## config.mk

```make
export PLATFORM = sky130hd
export DESIGN_NAME = vga_timing_gen_flat
export DESIGN_NICKNAME = d
export VERILOG_FILES = /design/src/rtl/vga_timing_gen_pkg.sv /design/src/rtl/vga_timing_gen_if.sv /design/src/rtl/vga_timing_gen_delay_line.sv /design/src/rtl/vga_timing_gen.sv /design/src/flat_wrapper.sv
export SDC_FILE = /design/constraint.sdc
export NUM_CORES = 1
export LEC_CHECK = 0
export ABC_AREA = 1
export BUFFER_PORTS_ARGS = -buffer_cell sky130_fd_sc_hd__buf_2
export CAP_MARGIN = 30
export CORE_MARGIN = 2
export CORE_UTILIZATION = 30
export CTS_CLUSTER_DIAMETER = 100
export CTS_CLUSTER_SIZE = 40
export DETAILED_ROUTE_END_ITERATION = 7
export GPL_TIMING_DRIVEN = 1
export HOLD_SLACK_MARGIN = 0.1
export PLACE_DENSITY = 0.56
export SLEW_MARGIN = 20
export SYNTH_ARGS = -nofsm -noshare
export SYNTH_HDL_FRONTEND = slang
export SYNTH_SLANG_ARGS = --single-unit
```

## constraint.sdc

```tcl
create_clock -name clk -period 2.7 [get_ports clk]
set_input_delay 0.405 -clock clk [delete_from_list [all_inputs] [get_ports clk]]
set_output_delay 0.405 -clock clk [all_outputs]
set_load 0.01 [all_outputs]
```

## src/rtl/vga_timing_gen_pkg.sv

```systemverilog
// Shared timing definitions: standard mode presets and the total-period derivation
// used by the VGA timing generator.
package vga_timing_gen_pkg;

  typedef struct packed {
    int unsigned active;
    int unsigned fporch;
    int unsigned pulse;
    int unsigned bporch;
  } axis_t;

  typedef struct packed {
    axis_t h;
    axis_t v;
    logic  h_pol;
    logic  v_pol;
  } preset_t;

  // Sync polarity: 0 = active-low, 1 = active-high.
  localparam preset_t XGA_60  = '{h: '{1024, 24, 136, 160}, v: '{768, 3, 6, 29},
                                  h_pol: 1'b0, v_pol: 1'b0};
  localparam preset_t SVGA_60 = '{h: '{800, 40, 128, 88}, v: '{600, 1, 4, 23},
                                  h_pol: 1'b1, v_pol: 1'b1};
  localparam preset_t VGA_60  = '{h: '{640, 16, 96, 48}, v: '{480, 10, 2, 33},
                                  h_pol: 1'b0, v_pol: 1'b0};

  localparam int MAX_LOOKAHEAD = 15;

  function automatic int axis_total(input int act, input int fp, input int pw, input int bp);
    return act + fp + pw + bp;
  endfunction

endpackage

```

## src/rtl/vga_timing_gen_if.sv

```systemverilog
// Timing outputs of the generator: fetch-side position plus display-side sync/position.
interface vga_timing_gen_if #(
  parameter int CW = 13
);
  logic          fetch_en;
  logic [CW-1:0] fetch_h;
  logic [CW-1:0] fetch_v;
  logic          hsync;
  logic          vsync;
  logic          active;
  logic [CW-1:0] h;
  logic [CW-1:0] v;
  logic          line_start;
  logic          frame_start;
  logic          vblank;

  modport master (
    output fetch_en, fetch_h, fetch_v, hsync, vsync, active, h, v,
           line_start, frame_start, vblank
  );

  modport slave (
    input fetch_en, fetch_h, fetch_v, hsync, vsync, active, h, v,
          line_start, frame_start, vblank
  );
endinterface

```

## src/rtl/vga_timing_gen_delay_line.sv

```systemverilog
// Clock-enable gated shift register; carries fetch position and flags to the display stage.
module vga_delay_line #(
  parameter int W     = 8,
  parameter int DEPTH = 1
) (
  input  logic         clk,
  input  logic         rst,
  input  logic         ce_i,
  input  logic [W-1:0] d_i,
  output logic [W-1:0] q_o
);

  logic [W-1:0] stage_q [DEPTH];

  always_ff @(posedge clk) begin
    if (rst) begin
      for (int i = 0; i < DEPTH; i++) stage_q[i] <= '0;
    end else if (ce_i) begin
      stage_q[0] <= d_i;
      for (int i = 1; i < DEPTH; i++) stage_q[i] <= stage_q[i-1];
    end
  end

  assign q_o = stage_q[DEPTH-1];

endmodule

```

## src/rtl/vga_timing_gen.sv

```systemverilog
// VGA timing generator: pixel/line counters, fetch-position outputs, and a lookahead
// pipeline that delays the position to the display stage where sync/blank are decoded.
module vga_timing_gen
  import vga_timing_gen_pkg::*;
#(
  parameter int H_ACTIVE  = XGA_60.h.active,
  parameter int H_FPORCH  = XGA_60.h.fporch,
  parameter int H_PULSE   = XGA_60.h.pulse,
  parameter int H_BPORCH  = XGA_60.h.bporch,
  parameter int V_ACTIVE  = XGA_60.v.active,
  parameter int V_FPORCH  = XGA_60.v.fporch,
  parameter int V_PULSE   = XGA_60.v.pulse,
  parameter int V_BPORCH  = XGA_60.v.bporch,
  parameter int H_POL     = 0,
  parameter int V_POL     = 0,
  parameter int LOOKAHEAD = 2,
  parameter int CW        = 13
) (
  input  logic             clk,
  input  logic             rst,
  input  logic             pix_ce,
  vga_timing_gen_if.master tim
);

  localparam int H_TOTAL = axis_total(H_ACTIVE, H_FPORCH, H_PULSE, H_BPORCH);
  localparam int V_TOTAL = axis_total(V_ACTIVE, V_FPORCH, V_PULSE, V_BPORCH);
  localparam int DEPTH   = LOOKAHEAD + 1;
  localparam int DW      = 2 * CW + 1;

  localparam logic [CW-1:0] H_LAST   = CW'(H_TOTAL - 1);
  localparam logic [CW-1:0] V_LAST   = CW'(V_TOTAL - 1);
  localparam logic [CW-1:0] H_ACT_C  = CW'(H_ACTIVE);
  localparam logic [CW-1:0] V_ACT_C  = CW'(V_ACTIVE);
  localparam logic [CW-1:0] HS_FIRST = CW'(H_ACTIVE + H_FPORCH);
  localparam logic [CW-1:0] HS_LAST  = CW'(H_ACTIVE + H_FPORCH + H_PULSE - 1);
  localparam logic [CW-1:0] VS_FIRST = CW'(V_ACTIVE + V_FPORCH);
  localparam logic [CW-1:0] VS_LAST  = CW'(V_ACTIVE + V_FPORCH + V_PULSE - 1);
  localparam logic          H_ASSERT = H_POL[0];
  localparam logic          V_ASSERT = V_POL[0];

  if (H_FPORCH == 0 || H_PULSE == 0 || H_BPORCH == 0 ||
      V_FPORCH == 0 || V_PULSE == 0 || V_BPORCH == 0) begin : g_bad_porch
    $error("vga_timing_gen: porch and pulse widths must be non-zero");
  end
  if (LOOKAHEAD < 0 || LOOKAHEAD > MAX_LOOKAHEAD) begin : g_bad_lookahead
    $error("vga_timing_gen: LOOKAHEAD must be in 0..15");
  end
  if (CW < 1 || CW > 30 || H_TOTAL >= (1 << CW) || V_TOTAL >= (1 << CW)) begin : g_bad_cw
    $error("vga_timing_gen: H_TOTAL/V_TOTAL do not fit in CW bits");
  end

  logic [CW-1:0] hc_q, hc_d, vc_q, vc_d;
  logic [CW-1:0] fetch_h_q, fetch_v_q;
  logic          fetch_en_q, fetch_vld_q, ce_seen_q;

  always_comb begin
    hc_d = hc_q;
    vc_d = vc_q;
    if (pix_ce) begin
      if (hc_q == H_LAST) begin
        hc_d = '0;
        vc_d = (vc_q == V_LAST) ? '0 : vc_q + CW'(1);
      end else begin
        hc_d = hc_q + CW'(1);
      end
    end
  end

  // fetch_vld_q keeps the pre-reset filler out of the display decode until (0,0) arrives.
  always_ff @(posedge clk) begin
    if (rst) begin
      hc_q        <= '0;
      vc_q        <= '0;
      fetch_h_q   <= '0;
      fetch_v_q   <= '0;
      fetch_en_q  <= 1'b0;
      fetch_vld_q <= 1'b0;
      ce_seen_q   <= 1'b0;
    end else begin
      hc_q      <= hc_d;
      vc_q      <= vc_d;
      ce_seen_q <= pix_ce;
      if (pix_ce) begin
        fetch_h_q   <= hc_q;
        fetch_v_q   <= vc_q;
        fetch_en_q  <= (hc_q < H_ACT_C) && (vc_q < V_ACT_C);
        fetch_vld_q <= 1'b1;
      end
    end
  end

  logic [DW-1:0] pipe_d, pipe_q;
  logic          disp_vld;
  logic [CW-1:0] disp_h, disp_v;
  logic          in_hs, in_vs, line_start_w;

  assign pipe_d = {fetch_vld_q, fetch_h_q, fetch_v_q};

  vga_delay_line #(.W(DW), .DEPTH(DEPTH)) u_delay (
    .clk  (clk),
    .rst  (rst),
    .ce_i (pix_ce),
    .d_i  (pipe_d),
    .q_o  (pipe_q)
  );

  assign {disp_vld, disp_h, disp_v} = pipe_q;

  assign in_hs        = disp_vld && (disp_h >= HS_FIRST) && (disp_h <= HS_LAST);
  assign in_vs        = disp_vld && (disp_v >= VS_FIRST) && (disp_v <= VS_LAST);
  // Strobes are qualified by the previous clock's enable so they last one clk, not one tick.
  assign line_start_w = ce_seen_q && disp_vld && (disp_h == '0);

  assign tim.fetch_en    = fetch_en_q;
  assign tim.fetch_h     = fetch_h_q;
  assign tim.fetch_v     = fetch_v_q;
  assign tim.h           = disp_h;
  assign tim.v           = disp_v;
  assign tim.hsync       = in_hs ? H_ASSERT : ~H_ASSERT;
  assign tim.vsync       = in_vs ? V_ASSERT : ~V_ASSERT;
  assign tim.active      = disp_vld && (disp_h < H_ACT_C) && (disp_v < V_ACT_C);
  assign tim.vblank      = disp_vld && (disp_v >= V_ACT_C);
  assign tim.line_start  = line_start_w;
  assign tim.frame_start = line_start_w && (disp_v == '0);

endmodule

```

## src/flat_wrapper.sv

```systemverilog
// flat-port wrapper written by rule: the top's interface ports become plain ports
module vga_timing_gen_flat import vga_timing_gen_pkg::*;
#(
  parameter int H_ACTIVE  = XGA_60.h.active,
  parameter int H_FPORCH  = XGA_60.h.fporch,
  parameter int H_PULSE   = XGA_60.h.pulse,
  parameter int H_BPORCH  = XGA_60.h.bporch,
  parameter int V_ACTIVE  = XGA_60.v.active,
  parameter int V_FPORCH  = XGA_60.v.fporch,
  parameter int V_PULSE   = XGA_60.v.pulse,
  parameter int V_BPORCH  = XGA_60.v.bporch,
  parameter int H_POL     = 0,
  parameter int V_POL     = 0,
  parameter int LOOKAHEAD = 2,
  parameter int CW        = 13
)
  (clk, rst, pix_ce, tim_fetch_en, tim_fetch_h, tim_fetch_v, tim_hsync, tim_vsync, tim_active, tim_h, tim_v, tim_line_start, tim_frame_start, tim_vblank);
  vga_timing_gen_if #(.CW(CW)) tim_i ();
  input  logic clk;
  input  logic rst;
  input  logic pix_ce;
  output wire logic [$bits(tim_i.fetch_en)-1:0] tim_fetch_en;
  output wire logic [$bits(tim_i.fetch_h)-1:0] tim_fetch_h;
  output wire logic [$bits(tim_i.fetch_v)-1:0] tim_fetch_v;
  output wire logic [$bits(tim_i.hsync)-1:0] tim_hsync;
  output wire logic [$bits(tim_i.vsync)-1:0] tim_vsync;
  output wire logic [$bits(tim_i.active)-1:0] tim_active;
  output wire logic [$bits(tim_i.h)-1:0] tim_h;
  output wire logic [$bits(tim_i.v)-1:0] tim_v;
  output wire logic [$bits(tim_i.line_start)-1:0] tim_line_start;
  output wire logic [$bits(tim_i.frame_start)-1:0] tim_frame_start;
  output wire logic [$bits(tim_i.vblank)-1:0] tim_vblank;
  assign tim_fetch_en = tim_i.fetch_en;
  assign tim_fetch_h = tim_i.fetch_h;
  assign tim_fetch_v = tim_i.fetch_v;
  assign tim_hsync = tim_i.hsync;
  assign tim_vsync = tim_i.vsync;
  assign tim_active = tim_i.active;
  assign tim_h = tim_i.h;
  assign tim_v = tim_i.v;
  assign tim_line_start = tim_i.line_start;
  assign tim_frame_start = tim_i.frame_start;
  assign tim_vblank = tim_i.vblank;
  vga_timing_gen #(.H_ACTIVE(H_ACTIVE), .H_FPORCH(H_FPORCH), .H_PULSE(H_PULSE), .H_BPORCH(H_BPORCH), .V_ACTIVE(V_ACTIVE), .V_FPORCH(V_FPORCH), .V_PULSE(V_PULSE), .V_BPORCH(V_BPORCH), .H_POL(H_POL), .V_POL(V_POL), .LOOKAHEAD(LOOKAHEAD), .CW(CW)) u_core (.clk(clk), .rst(rst), .pix_ce(pix_ce), .tim(tim_i));
endmodule
```

==> impl_metrics.json, run 1 <==
{
  "io_buffers": 61,
  "start_util_pct": 30.8,
  "worst_pin_slew_ps": 507,
  "comb_power_share_pct": 4.1,
  "fin_crit_sh_pct": 78.2,
  "cp_top_family": "simple AND/OR/NAND/NOR gates",
  "cp.arrival_ps": 1710,
  "crit_cells": 6,
  "final_area_sq_mm": 0.00684,
  "grt_pass1_wl_microns": 18400,
  "num_vias": 3925,
  "drv_slew": 0,
  "pre_cts_slack_ps": 717,
  "status": "finished clean",
  "cts_tree": "done",
  "fmax_mhz": 474,
  "grt_setup_unrepaired": "no",
  "crit_path_start": "u_core.u_delay.stage_q[0][65]",
  "synthTopCellsByArea": "edfxtp_1, dfxtp_1, inv_1, nor2_1, nand2_1",
  "setup_tns_ps": 0,
  "cts_setup_buffers": 0,
  "post-route-min-period_ps": 2110,
  "ys_ff_latch": 136,
  "ys_warn_count": 0,
  "worstSetupPathType": "flip-flop to output port",
  "die_h_microns": 143,
  "clkLatencyLatePin_ps": 410,
  "dp_hpwl_microns": 8010,
  "cts_resized": 0,
  "totalWireLength_microns": 11400,
  "endpoint_kind": "output port",
  "grt_usage_pct": 11.8,
  "globalplace.congestion": 0.846,
  "hold_violations": 0,
  "cts_root_buf": "clkbuf_16",
  "synth_cell_type_count": 30,
  "synth_top_family_by_area": "simple AND/OR/NAND/NOR gates",
  "antenna_found_initial": 0,
  "crit_slowest_cell": "edfxtp_1",
  "seq_area_frac_synth_pct": 61.0,
  "min_path_type": "input port to flip-flop",
  "n_antenna_cell": 0,
  "wire_per_inst_microns": 12.0,
  "syn_to_final_growth_pct": 18.1,
  "swShare_pct": 19.8,
  "finClkSkew_ps": 9.61,
  "synth-simple-area-share_pct": 19.7,
  "p_sw_mw": 0.955,
  "crit_top_cell": "nor2_1",
  "r2r_slack_ps": 890,
  "first_pass_iters": 4,
  "avgSynthCellArea_sq_um": 9.21,
  "drive_above_1_share_pct": 15.7,
  "p_int_mw": 3.86,
  "core_area_sq_mm": 0.0188,
  "max-cap-violations": 0,
  "place_area_sq_mm": 0.00625,
  "postCtsHoldBufs": 0,
  "nets": 679,
  "dr.first_iter.drc_count": 309,
  "path_clk_slew_ps": 50,
  "cts_made_buffers": 17,
  "final_common_cell": "inv_1",
  "ant_nets": 0,
  "synth.top_cell.area_share_pct": 42.0,
  "ios": 62,
  "yosysTopAreaCell": "edfxtp_1",
  "die_area_sq_mm": 0.0204,
  "synthAdderAreaFrac_pct": 0.648,
  "p_leak_nw": 2.82,
  "post_drt_via_cell_ratio": 4.15,
  "crit_path_end": "tim_frame_start",
  "path_cells": "nor3_1 > nand2_1 > nor2_1 > nand3_1 > nor2_1 > buf_2",
  "path_buf_inv": 1,
  "syn_area_sq_mm": 0.00579,
  "required_ps": 2300,
  "synth-compound-area-share_pct": 5.29,
  "power_frac_seq_pct": 47.7,
  "synth_mux_area_share_pct": 0,
  "rows": 50,
  "synth_xor_area_share_pct": 0.151,
  "overflow": 0,
  "route.detailed.drc": 0,
  "htreeDepth": 4,
  "start_kind": "flip-flop",
  "r2r_end": "u_core.hc_q[10]",
  "grt_pass1_vias": 3807,
  "ir_drop_v": 0.000423,
  "grt_max_degree": 36,
  "clock-sinks": 136,
  "syn_inst": 629,
  "p_clk_share_pct": 48.2,
  "syn_nets": 635,
  "layout_setup_ws_ps": 588,
  "fp.dieW_microns": 143,
  "p_per_area_mw_per_mm2": 704,
  "setup_violations": 0,
  "reg2reg_from": "u_core.hc_q[1]",
  "max_stage_delay_ps": 380,
  "r2r_cells": 7,
  "slew_headroom_pct": 66.1,
  "crit_fanout": 2,
  "clk_path_buf_depth": 2,
  "nFillCells": 1893,
  "mostFrequentLayoutCells": "inv_1, nor2_1, edfxtp_1"
}
[synth_stat cells, drive strengths merged]
library cell  count
o21ai            14
or2               1
o22ai            23
clkbuf            3
nand3b            1
nand3            31
nor3             13
a21boi            1
ha                3
nand2            80
o31ai             1
buf              39
a211oi            1
a21oi            14
and2              1
inv             129
dfxtp            55
nand4             7
edfxtp           81
nor4              2
xor2              1
nor2            127
and3              1
[area by class of cell]
class	count	area [sq um]	area share [%]
tap	260	325	4.75
clock inverter	11	156	2.29
timing repair buffer	67	400	5.85
multi-input combinational	322	1500	22.0
inverter	129	484	7.08
clock buffer	21	440	6.44
sequential	136	3530	51.6
[worst min-delay path by stage]
stage | startpoint | endpoint | slack (ps) | depth (start not counted)
finish | pix_ce | u_core.hc_q[0] | 320 | 3
global route | pix_ce | u_core.hc_q[0] | 340 | 3
CTS | pix_ce | u_core.hc_q[0] | 300 | 3
detailed placement | u_core.vc_q[12] | u_core.vc_q[12] | 480 | 2
global placement | u_core.hc_q[9] | u_core.hc_q[9] | 470 | 2
floorplan | u_core.fetch_vld_q | u_core.fetch_vld_q | 440 | 2
[power by group through the flow]
stage | Sequential (mW) | Clock, mW | Combinational [mW]
finish | 2.30 | 2.32 | 0.198
global route | 2.31 | 2.47 | 0.223
CTS | 2.30 | 2.38 | 0.202
detailed placement | 2.34 | 0 | 0.201
global placement | 2.34 | 0 | 0.200
floorplan | 2.34 | 0 | 0.159
[metal layers]
layer	GRT usage, %	part of all wire [%]
met5	0	0
met4	5.11	1.4
met1	14.0	45
met2	19.9	49
met3	3.52	3.8
[worst min-delay path, stage by stage]
cell	delay, ps
buf_2	140
a21oi_1	70
nor2_1	70
[logic make-up (layout without fill, tap and decap cells)]
kind of cell | Yosys count | in the layout
AND/OR/NAND/NOR | 264 | 264
buffers and inverters | 171 | 228
flip-flops | 136 | 136
AO/OA/AOI/OAI | 54 | 54
adder cells (fa/ha/maj) | 3 | 3
XOR/XNOR | 1 | 1
[state kept, by name, summed over array words and instances (netlist names)]
signal / count
u_core.tim.fetch_v: 13
u_core.vc_q: 13
u_core.tim.fetch_h: 13
u_core.tim.fetch_en: 1
u_core.fetch_vld_q: 1
u_core.ce_seen_q: 1
u_core.u_delay.stage_q: 81
u_core.hc_q: 13
[metrics by stage]
step / utilization [%] / total power [mW] / hold slack (ps) / std cells
floorplan: - / 2.50 / 435 / 629
global placement: 33.2 / 2.54 / 471 / 914
detailed placement: 33.2 / 2.55 / 480 / 914
CTS: 36.3 / 4.88 / 302 / 946
global route: 36.3 / 5.00 / 337 / 946
finish: 36.3 / 4.82 / 318 / 946
Power figures use the tool's default switching activity.
==> run 2: changes to the inputs <==
- clock period: 2.7 -> 2.07 ns (I/O delays scaled with it)
==> run 2 against run 1 <==
Against the previous run: clock skew is 2.6 ps lower; clock power is 42% higher; final cell count is 0.21% higher; die area stayed put; register-to-register slack worse by 410 ps; sequential power is 30% higher; via count is 0.41% lower; worst setup slack worse by 430 ps; total power is 36% higher; largest power group unchanged.
==> impl_metrics.json, run 2 (synthesis results as in run 1) <==
{
  "worstSetupPathType": "flip-flop to output port",
  "fmax_mhz": 524,
  "largest_reg_flops": 81,
  "min_path_type": "input port to flip-flop",
  "globalplace.congestion": 0.903,
  "dr.first_iter.drc_count": 267,
  "grt_max_degree": 53,
  "die_h_microns": 143,
  "slew_headroom_pct": 74.9,
  "wire_per_inst_microns": 12.1,
  "first_pass_iters": 5,
  "status": "finished clean",
  "n_antenna_cell": 0,
  "drv_slew": 0,
  "max-cap-violations": 0,
  "cp.arrival_ps": 1600,
  "multi_input_area_sq_mm": 0.00153,
  "fin_crit_sh_pct": 92.2,
  "grt_pass1_vias": 3677,
  "r2r_slack_ps": 480,
  "grt_usage_pct": 11.8,
  "htreeDepth": 4,
  "dp_hpwl_microns": 8010,
  "nFillCells": 1882,
  "layout_setup_ws_ps": 162,
  "die_area_sq_mm": 0.0204,
  "drive_above_1_share_pct": 17.2,
  "pre_cts_slack_ps": 453,
  "ir_drop_v": 0.000510,
  "cts_root_buf": "clkbuf_16",
  "finClkSkew_ps": 7.03,
  "final_area_sq_mm": 0.00695,
  "rows": 50,
  "setup_violations": 0,
  "cts_tree": "done",
  "worst_pin_slew_ps": 375,
  "core_area_sq_mm": 0.0188,
  "hold_violations": 0,
  "final_common_cell": "inv_1",
  "antenna_found_initial": 0,
  "clock-sinks": 136,
  "endpoint_kind": "output port",
  "start_kind": "flip-flop",
  "ios": 62,
  "totalWireLength_microns": 11400,
  "required_ps": 1760,
  "nets": 681,
  "crit_fanout": 2,
  "syn_to_final_growth_pct": 19.9,
  "clk_path_buf_depth": 2,
  "path_clk_slew_ps": 50,
  "mostFrequentLayoutCells": "inv_1, nor2_1, edfxtp_1",
  "p_per_area_mw_per_mm2": 945,
  "grt_setup_unrepaired": "yes",
  "io_buffers": 61,
  "seq_area_sq_mm": 0.00353,
  "place_area_sq_mm": 0.00625,
  "fp.dieW_microns": 143,
  "regMostFlops": "u_core.u_delay.stage_q",
  "overflow": 0,
  "clkLatencyLatePin_ps": 410,
  "cts_made_buffers": 17,
  "post-route-min-period_ps": 1910,
  "grt_pass1_wl_microns": 18400,
  "p_leak_nw": 2.87,
  "totalPowerFinal_mw": 6.56,
  "num_vias": 3909,
  "start_util_pct": 30.8,
  "ant_nets": 0,
  "post_drt_via_cell_ratio": 4.12,
  "route.detailed.drc": 0
}
-- run 2: cell types whose count changed in the layout (fill, tap and decap cells not counted), sizes merged --
cell,previous run,this run
clkinvlp,2,0
bufinv,4,5
buf,67,69
clkbuf,21,23
clkinv,5,4
-- run 2: path summary, 6_finish.rpt --
| check | start | to | depth (start not counted) |
|---|---|---|---|
| setup / recovery | u_core.u_delay.stage_q[0][66] | tim_frame_start | 6 |
| hold / removal | pix_ce | u_core.hc_q[0] | 3 |
| setup reg to reg | u_core.hc_q[0] | u_core.hc_q[10] | 7 |
| hold reg to reg | u_core.tim.fetch_h[9] | u_core.tim.fetch_h[9] | 2 |
-- run 2: metrics by stage --
step	TNS [ps]	hold slack, ps	cells	util (%)
floorplan	0	399	629	-
global placement	0	472	915	33.2
detailed placement	0	480	915	33.2
CTS	0	216	947	36.7
global route	-36.0	226	948	36.9
finish	0	235	948	36.9
-- run 2: worst max-delay path, cell delays in order (launching register included) --
cell      delay [ps]
edfxtp_1         390
nor3_2           250
nand2_1          100
nor2_2           130
nand3_2          100
nor2_1            90
buf_2            130
-- run 2: timing repair --
| item | in CTS | in global routing |
|---|---|---|
| gates cloned | 0 | 0 |
| hold buffers | 0 | 0 |
| buffers inserted | 0 | 1 |
| resized for setup | 1 | 5 |
| setup endpoints to repair | 1 | 1 |
| pin swaps | 0 | 3 |
-- run 2: layout make-up --
class                           count  area share [%]
Timing Repair Buffer               69            5.98
Clock buffer                       23            7.03
Clock inverter                      9            2.41
Inverter                          129            6.97
Tap cell                          260            4.68
Multi-Input combinational cell    322            22.1
Sequential cell                   136            50.9
-- run 2: report_power, final --
group / leakage (nW) / switching (mW) / internal [mW]
sequential: 1.34 / 0.0391 / 2.96
clock: 0.322 / 1.04 / 2.25
combinational: 1.21 / 0.179 / 0.0872
-- run 2: layer usage --
metal	global-route usage (%)	share of wire (%)	vias to the layer above
met3	3.82	4.6	9
met5	0	0	-
met1	14.4	44	1761
met4	5.26	1.0	0
met2	19.0	50	79
li1	-	-	2060
